<file path="config.mk">
export PLATFORM = sky130hd
export DESIGN_NAME = life_engine_param
export DESIGN_NICKNAME = d
export VERILOG_FILES = /design/src/rtl/life_engine_param.sv
export SDC_FILE = /design/constraint.sdc
export NUM_CORES = 1
export LEC_CHECK = 0
export BUFFER_PORTS_ARGS = -buffer_cell sky130_fd_sc_hd__buf_2
export CORE_MARGIN = 2
export CORE_UTILIZATION = 62
export DETAILED_ROUTE_END_ITERATION = 8
export PLACE_DENSITY = 0.84
export SYNTH_ARGS = -nofsm -noshare
export SYNTH_HDL_FRONTEND = slang
export SYNTH_SLANG_ARGS = --single-unit
</file>
<file path="constraint.sdc">
create_clock -name clk -period 6.26 [get_ports clk]
set_input_delay 1.252 -clock clk [delete_from_list [all_inputs] [get_ports clk]]
set_output_delay 1.252 -clock clk [all_outputs]
set_load 0.05 [all_outputs]
</file>
<file path="src/rtl/life_engine_param.sv">
// life_engine_param: ROWS x COLS Game of Life engine with step, pause, generation counter and halt detection.
// Build option: define LIFE_TORUS_EN to wrap the grid edges into a torus (default: bounded, dead border).
module life_engine_param #(
  parameter int ROWS  = 8,
  parameter int COLS  = 8,
  parameter int GEN_W = 16
) (
  input  logic                 clk,
  input  logic                 reset,
  input  logic                 load_seed,
  input  logic [ROWS*COLS-1:0] seed,
  input  logic                 start,
  input  logic                 run,
  input  logic                 step,
  output logic [ROWS*COLS-1:0] grid,
  output logic [GEN_W-1:0]     gen_count,
  output logic [1:0]           state,
  output logic                 stable
);

  localparam int N  = ROWS * COLS;
  localparam int IW = $clog2(N);

  typedef enum logic [1:0] {
    S_IDLE   = 2'b00,
    S_LOADED = 2'b01,
    S_RUN    = 2'b10,
    S_HALT   = 2'b11
  } state_t;

  state_t           r_state;
  state_t           w_state_nxt;
  logic [N-1:0]     r_grid;
  logic [GEN_W-1:0] r_gen_count;
  logic             r_stable;
  logic [N-1:0]     w_next;
  logic             w_stable_next;
  logic             w_gen_sat;
  logic [N-1:0]     w_grid_d;
  logic [GEN_W-1:0] w_gen_d;
  logic             w_stable_d;

  // One Life generation: each cell counts its eight neighbours.
  function automatic logic [N-1:0] f_life_next(input logic [N-1:0] g);
    logic [3:0] n;
    int         rr;
    int         cc;
    int         idx;
    f_life_next = '0;
    for (int r = 0; r < ROWS; r++) begin
      for (int c = 0; c < COLS; c++) begin
        n = 4'd0;
        for (int dr = -1; dr <= 1; dr++) begin
          for (int dc = -1; dc <= 1; dc++) begin
            rr = r + dr;
            cc = c + dc;
`ifdef LIFE_TORUS_EN
            rr = (rr + ROWS) % ROWS;
            cc = (cc + COLS) % COLS;
            idx = rr * COLS + cc;
            if (!(dr == 0 && dc == 0)) n = n + {3'b000, g[idx[IW-1:0]]};
`else
            idx = rr * COLS + cc;
            if (!(dr == 0 && dc == 0) && rr >= 0 && rr < ROWS && cc >= 0 && cc < COLS)
              n = n + {3'b000, g[idx[IW-1:0]]};
`endif
          end
        end
        idx = r * COLS + c;
        f_life_next[idx[IW-1:0]] = (n == 4'd3) | (g[idx[IW-1:0]] & (n == 4'd2));
      end
    end
  endfunction

  assign w_next        = f_life_next(r_grid);
  assign w_stable_next = (w_next == r_grid);
  assign w_gen_sat     = &r_gen_count;

  // State register.
  always_ff @(posedge clk or posedge reset) begin
    if (reset) r_state <= S_IDLE;
    else       r_state <= w_state_nxt;
  end

  // Next-state decode; load_seed outranks start, start outranks step.
  always_comb begin
    w_state_nxt = r_state;
    case (r_state)
      S_IDLE:   if (load_seed) w_state_nxt = S_LOADED;
                else           w_state_nxt = S_IDLE;
      S_LOADED: if (load_seed)                  w_state_nxt = S_LOADED;
                else if (start)                 w_state_nxt = S_RUN;
                else if (step && w_stable_next) w_state_nxt = S_HALT;
                else                            w_state_nxt = S_LOADED;
      S_RUN:    if (load_seed)          w_state_nxt = S_LOADED;
                else if (!run)          w_state_nxt = S_LOADED;
                else if (w_stable_next) w_state_nxt = S_HALT;
                else if (w_gen_sat)     w_state_nxt = S_HALT;
                else                    w_state_nxt = S_RUN;
      S_HALT:   if (load_seed) w_state_nxt = S_LOADED;
                else           w_state_nxt = S_HALT;
      default:  w_state_nxt = S_IDLE;
    endcase
  end

  // Datapath next values; the counter saturates rather than wrapping.
  always_comb begin
    w_grid_d   = r_grid;
    w_gen_d    = r_gen_count;
    w_stable_d = r_stable;
    if (load_seed) begin
      w_grid_d   = seed;
      w_gen_d    = '0;
      w_stable_d = 1'b0;
    end else begin
      case (r_state)
        S_LOADED: begin
          if (!start && step) begin
            if (w_stable_next) begin
              w_stable_d = 1'b1;
            end else if (!w_gen_sat) begin
              w_grid_d = w_next;
              w_gen_d  = r_gen_count + GEN_W'(1);
            end else begin
              w_grid_d = r_grid;
            end
          end else begin
            w_grid_d = r_grid;
          end
        end
        S_RUN: begin
          if (run && w_stable_next) begin
            w_stable_d = 1'b1;
          end else if (run && !w_gen_sat) begin
            w_grid_d = w_next;
            w_gen_d  = r_gen_count + GEN_W'(1);
          end else begin
            w_grid_d = r_grid;
          end
        end
        default: w_grid_d = r_grid;
      endcase
    end
  end

  // Datapath registers.
  always_ff @(posedge clk or posedge reset) begin
    if (reset) begin
      r_grid      <= '0;
      r_gen_count <= '0;
      r_stable    <= 1'b0;
    end else begin
      r_grid      <= w_grid_d;
      r_gen_count <= w_gen_d;
      r_stable    <= w_stable_d;
    end
  end

  assign grid      = r_grid;
  assign gen_count = r_gen_count;
  assign state     = r_state;
  assign stable    = r_stable;

endmodule

</file>
# Word-level counts from Yosys, hierarchy flattened
# Cells that the tools add are included.
[word_totals] input_bits=70 register_bits=83 word_cells=661
[classes] muxes=29 n_eq_ne=139 bitwise=128 addsub=350 n_reduce_logical=11
[ops] operator="$add A4 B1 Y4" n=181
[ops] operator="$eq A4 B2 Y1 const B" n=122
[ops] operator="$mux W64" n=6
[ops] operator="$add A3 B1 Y4" n=54
[ops] operator="$add A2 B1 Y3" n=57
[ops] operator="$pmux W64 S2" n=1
[ops] operator="$add A1 B1 Y2" n=57
[ops] operator="$mux W16" n=6
[ops] operator="$and A1 B1 Y1" n=64
[ops] operator="$eq A64 B64 Y1" n=1
[ops] operator="$or A1 B1 Y1" n=64
[ops] operator="$pmux W16 S2" n=1
[ops] operator="$ne A3 B3 Y1 const B" n=7
[ops] operator="$eq A3 B2 Y1 const B" n=6
[ops] operator="$add A16 B1 Y16 const B" n=1
[ops] operator="$reduce_and A16 Y1" n=1
[ops] operator="$mux W2" n=6
[ops] operator="$pmux W2 S4" n=1
[ops] operator="$mux W1" n=7
[ops] operator="$reduce_and A6 Y1" n=1
[ops] operator="$eq A2 B2 Y1 const B" n=2
[ops] operator="$logic_and A1 B1 Y1" n=4
[ops] operator="$reduce_and A4 Y1" n=1
[ops] operator="$reduce_bool A3 Y1" n=1
[ops] operator="4 further kinds" n=5

# Logic depth before layout (Yosys ltp)
[logic_depth] ltp_word=16 mapped_depth=18

# Worst setup path after synthesis
# Ideal clock, no wire load.
[synth_timing] kind="register -> register" from="register r_grid[18] (netlist: grid[18])" to="register r_grid[24] (netlist: grid[24])" t_arrival_ns=5.276 synth_period_minus_slack_ns=5.423 setup_slack_ns=0.837 t_required_ns=6.113 n_path_buf=2 stages_incl_launch_ff=19 cell_sequence="dfrtp_1 -> inv_1 -> fa_1 -> fa_1 -> fa_1 -> inv_1 -> ha_1 -> fa_1 -> nand2b_1 -> o221ai_1 -> or3_1 -> nor3_1 -> o311ai_0 -> nor4_2 -> nand3_1 -> buf_6 -> buf_2 -> a311oi_1 -> a311oi_1"
[synth_via] elab_chain_len=14
[synth_lines] item="start: declaration" line="33" rtl="logic [N-1:0] r_grid;"
[synth_lines] item="start signal: assignment" line="153" rtl="r_grid <= w_grid_d;"
[synth_lines] item="$add A1 B1 Y2" line="65" rtl="n = n + {3'b000, g[idx[IW-1:0]]};"
[synth_lines] item="$add A2 B1 Y3" line="65"
[synth_lines] item="$add A3 B1 Y4" line="65"
[synth_lines] item="$add A4 B1 Y4 (4 in series)" line="65"
[synth_lines] item="$eq A4 B2 Y1" line="70" rtl="f_life_next[idx[IW-1:0]] = (n == 4'd3) | (g[idx[IW-1:0]] & (n == 4'd2));"
[synth_lines] item="$and A1 B1 Y1" line="70"
[synth_lines] item="$or A1 B1 Y1" line="70"
[synth_lines] item="$eq A64 B64 Y1 *" line="76" rtl="assign w_stable_next = (w_next == r_grid);"
[synth_lines] item="$logic_and A1 B1 Y1" line="132" rtl="if (run && w_stable_next) begin"
[synth_lines] item="$ne A3 B3 Y1 (no line)"
[synth_lines] item="$reduce_and A6 Y1 (no line) *"
# Mark *: on every way between the ends. The rest lies on a longest branch, timed or not.
# A chain may end at the register's enable or synchronous reset.

# Final worst setup path
[layout_timing] from="register r_grid[25] (netlist: grid[25])" to="register r_grid[23] (netlist: grid[23])"
# Same word-level chain as after synthesis.

==> impl_results.md <==
* Outcome: complete, no violations
* Post-Synth Simple-Gate Area at between 10% and 20%
* # diodes at 0
* Core Region at 0.02109 mm^2
* WL/cell at 23.05 um
* Post-synth cell types at 65
* Synth Area per Inst at between 9 and 10 um^2
* # Max-Cap Violations at 0
* Fin Setup TNS at 0 ps
* Vias in the first global route at roughly 12000
* Crit-path max FO at 30
* Unrepaired setup endpoints after global routing: false
* Via density at 6.546
* Via Count at 12319
* Min Tclk post-route at between 6000 and 7000 ps
* Ys Warns at 0
* Post-synth top area share at 29.36%
* Synth area leaders: fa_1, dfrtp_1, ha_1, inv_1, a311oi_1
* Synth Area in Adders at 42.09%
* Layout cells sized above 1 at approximately 16%
* Syn Inst Count at about 1400
* CTS tree: done
* Total gr overflow at 0
* Final setup viols at 0
* Clk Latency, worst-skew pair at about 370 ps
* Data arrival, critical path at 6280 ps
* Clock buffer depth at 2
* Overall Global Routing Usage at 39.76%
* H-tree Lvls at 3
* Initial DRC count at about 1200
* Final GP Congestion at 0.9979
* Worst Max-Slew Pin Slew at approximately 1100 ps
* CTS Buf Count at 9
* Setup CP Type: register to register
* Root buffer selected by CTS: clkbuf_16
* Dpl hpwl at 33.81 mm
* Nets at between 2000 and 2500
* Sequential cell area at about 0.0021 mm^2
* Compound-Gate Fraction of Synth Area at between 10% and 20%
* Num Clock Sinks at 83
* CP max stage cell: fa_1
* Clock skew at 13.74 ps
* Largest family of logic cells by synthesized area: adder cells
* Area Growth Syn to Fin at 11.93%
* CP top delay family: adder cells
* FFs w/ async S/R, synth at 100.0%
* DIE AREA at 0.02275 mm^2
* Rows at 53
* Antenna violations before repair at 0
* CP peak stage delay at approximately 520 ps
* Port bufs at roughly 150
* Final core utilization at 70.94%
* Post-DRT Antenna Nets at 0
* Filler Cell Count at 1628
* Die X at 150.8 um
* Initial Util at 63.38%
* Post-synth top area cell: fa_1
* Mux share of post-synthesis cell area at 1.273%
* # DRC at 0
* FF+latch count, synth at between 80 and 90
* Worst EP required at 6530 ps
* First-pass GRT wire length at 68.05 mm
* Post-Synth XOR/XNOR Area at 0%
* Post-Route WL at 43.38 mm
* Clk slew on worst S/H paths at 80 ps
* Die Ht at 150.8 um
* Final Cycle Share at 96.02%
* Largest net degree at the start of global routing at 97
* FMAX at about 0.17 GHz
* Worst hold path type: register to register
* Buf+Inv Stages, Crit Path at 4
* First-pass DRT Iterations at 6
* Most used DFF post-synth: dfrtp_1
* Relative slew slack at 27.32%
* Synthesized cell area at 0.01337 mm^2
* Number of synthesized flops with an enable pin at 0
* Crit. End Element: register
* Cell chain of the critical path: inv_1 -> fa_1 -> fa_1 -> fa_1 -> inv_1 -> ha_1 -> fa_1 -> nand2b_1 -> o221ai_1 -> or3_1 -> nor3_1 -> o311ai_0 -> nor4_2 -> buf_4 -> and3_1 -> nor2_4 -> buf_4 -> a311oi_1
* Max Slew Vio Count at 0
* Ports at 153
* Register area share after synthesis at roughly 16%
* Multi-input logic area at 0.01000 mm^2
* Hold Vio Cnt, Final at 0
* Most frequent cell on the critical path: fa_1
* Startpoint types: register
* Syn_nets at between 1500 and 2000
flip-flops by register name (all words and copies together), names as in the netlist:
| name | flops |
|---|---|
| gen_count | 16 |
| grid | 64 |
| stable | 1 |
| state | 2 |
cells by family after synthesis:
| kind of cell | Yosys count |
|---|---|
| adders and majority gates | 332 |
| and+or+nand+nor | 365 |
| AOI/OAI and AO/OA | 306 |
| buffers and inverters | 336 |
| muxes | 16 |
| DFF | 83 |
worst register-to-register path: cells and delay by family (launching register included):
family / cells / cell delay, ps
compound gates: 3 / 650
fa+ha+maj: 5 / 2190
buf+inv: 4 / 900
flops: 1 / 490
simple gates: 6 / 1670
through the flow:
step / cell area, um^2 / hold WS [ps] / worst slack, ps / instances
6_report: 14960 / 518.5 / 249.4 / 1882
3_5_place_dp: 14630 / 510.6 / 268.9 / 1862
5_1_grt: 14960 / 556.7 / 27.04 / 1882
2_1_floorplan: 13370 / 746.6 / 837.4 / 1438
3_3_place_gp: 14630 / 500.1 / 416.7 / 1862
4_1_cts: 14930 / 523.1 / 240.4 / 1878
what timing repair did:
item	CTS	global route
hold buffers	0	0
gates resized for setup	0	1
setup endpoints to repair	0	14
buffers inserted	0	4
metal layers:
layer  vias to the layer above  global-route usage (%)  share of wire, %
met2                       752                   62.14                46
met3                       146                   7.982                11
li1                       5332                       -                 -
met5                         -                       0                 0
met1                      6089                   53.75                38
met4                         0                   18.50               5.0
cell usage in the layout (no fill, tap or decap), drive strengths merged, types with 9 or more instances in the layout:
cell type,instances
nor3,19
nor2b,20
nand2,74
buf,203
a31o,29
o21ai,50
nand2b,30
a221oi,15
inv,290
a311oi,67
nand4,21
nand3,25
nor4bb,11
nor2,78
fa,196
dfrtp,83
nor3b,13
clkbuf,9
ha,136
and3,24
a31oi,26
a21oi,56
area by class of cell:
type / instances / share of cell area [%]
flip-flops and latches: 83 / 13.88
clock buffers: 9 / 1.506
repair buffers: 203 / 7.745
well taps: 275 / 2.300
inverters: 286 / 7.210
clock inverters: 7 / 0.4935
multi-input cells: 1019 / 66.86
final timing paths:
path / from / end / slack [ps] / cells past startpoint
setup / recovery: grid[25] / grid[23] / 250 / 18
hold / removal: stable / stable / 520 / 2
setup reg to reg: grid[25] / grid[23] / 250 / 18
hold reg to reg: stable / stable / 520 / 2
max in group asynchronous: reset / grid[26] / 4090 / 3
min in group asynchronous: reset / grid[63] / 960 / 2
synth_stat cells (all sizes together), types with 6 or more instances:
master / instances
mux2i: 8
and3: 24
mux2: 8
nor3: 19
nor3b: 13
a211oi: 6
nor4bb: 11
inv: 286
a221oi: 15
a22o: 6
clkbuf: 38
a22oi: 8
nand2: 74
nand3: 25
nor4: 8
o31ai: 6
o21ai: 50
nand3b: 7
dfrtp: 83
nor2b: 20
nand2b: 30
ha: 136
a21oi: 56
a311oi: 67
a31o: 29
and3b: 6
buf: 12
fa: 196
nand4: 21
a31oi: 26
nor2: 78
Power is not shown: default switching activity piles up to over one toggle a cycle in this logic, so the estimate is an artifact.
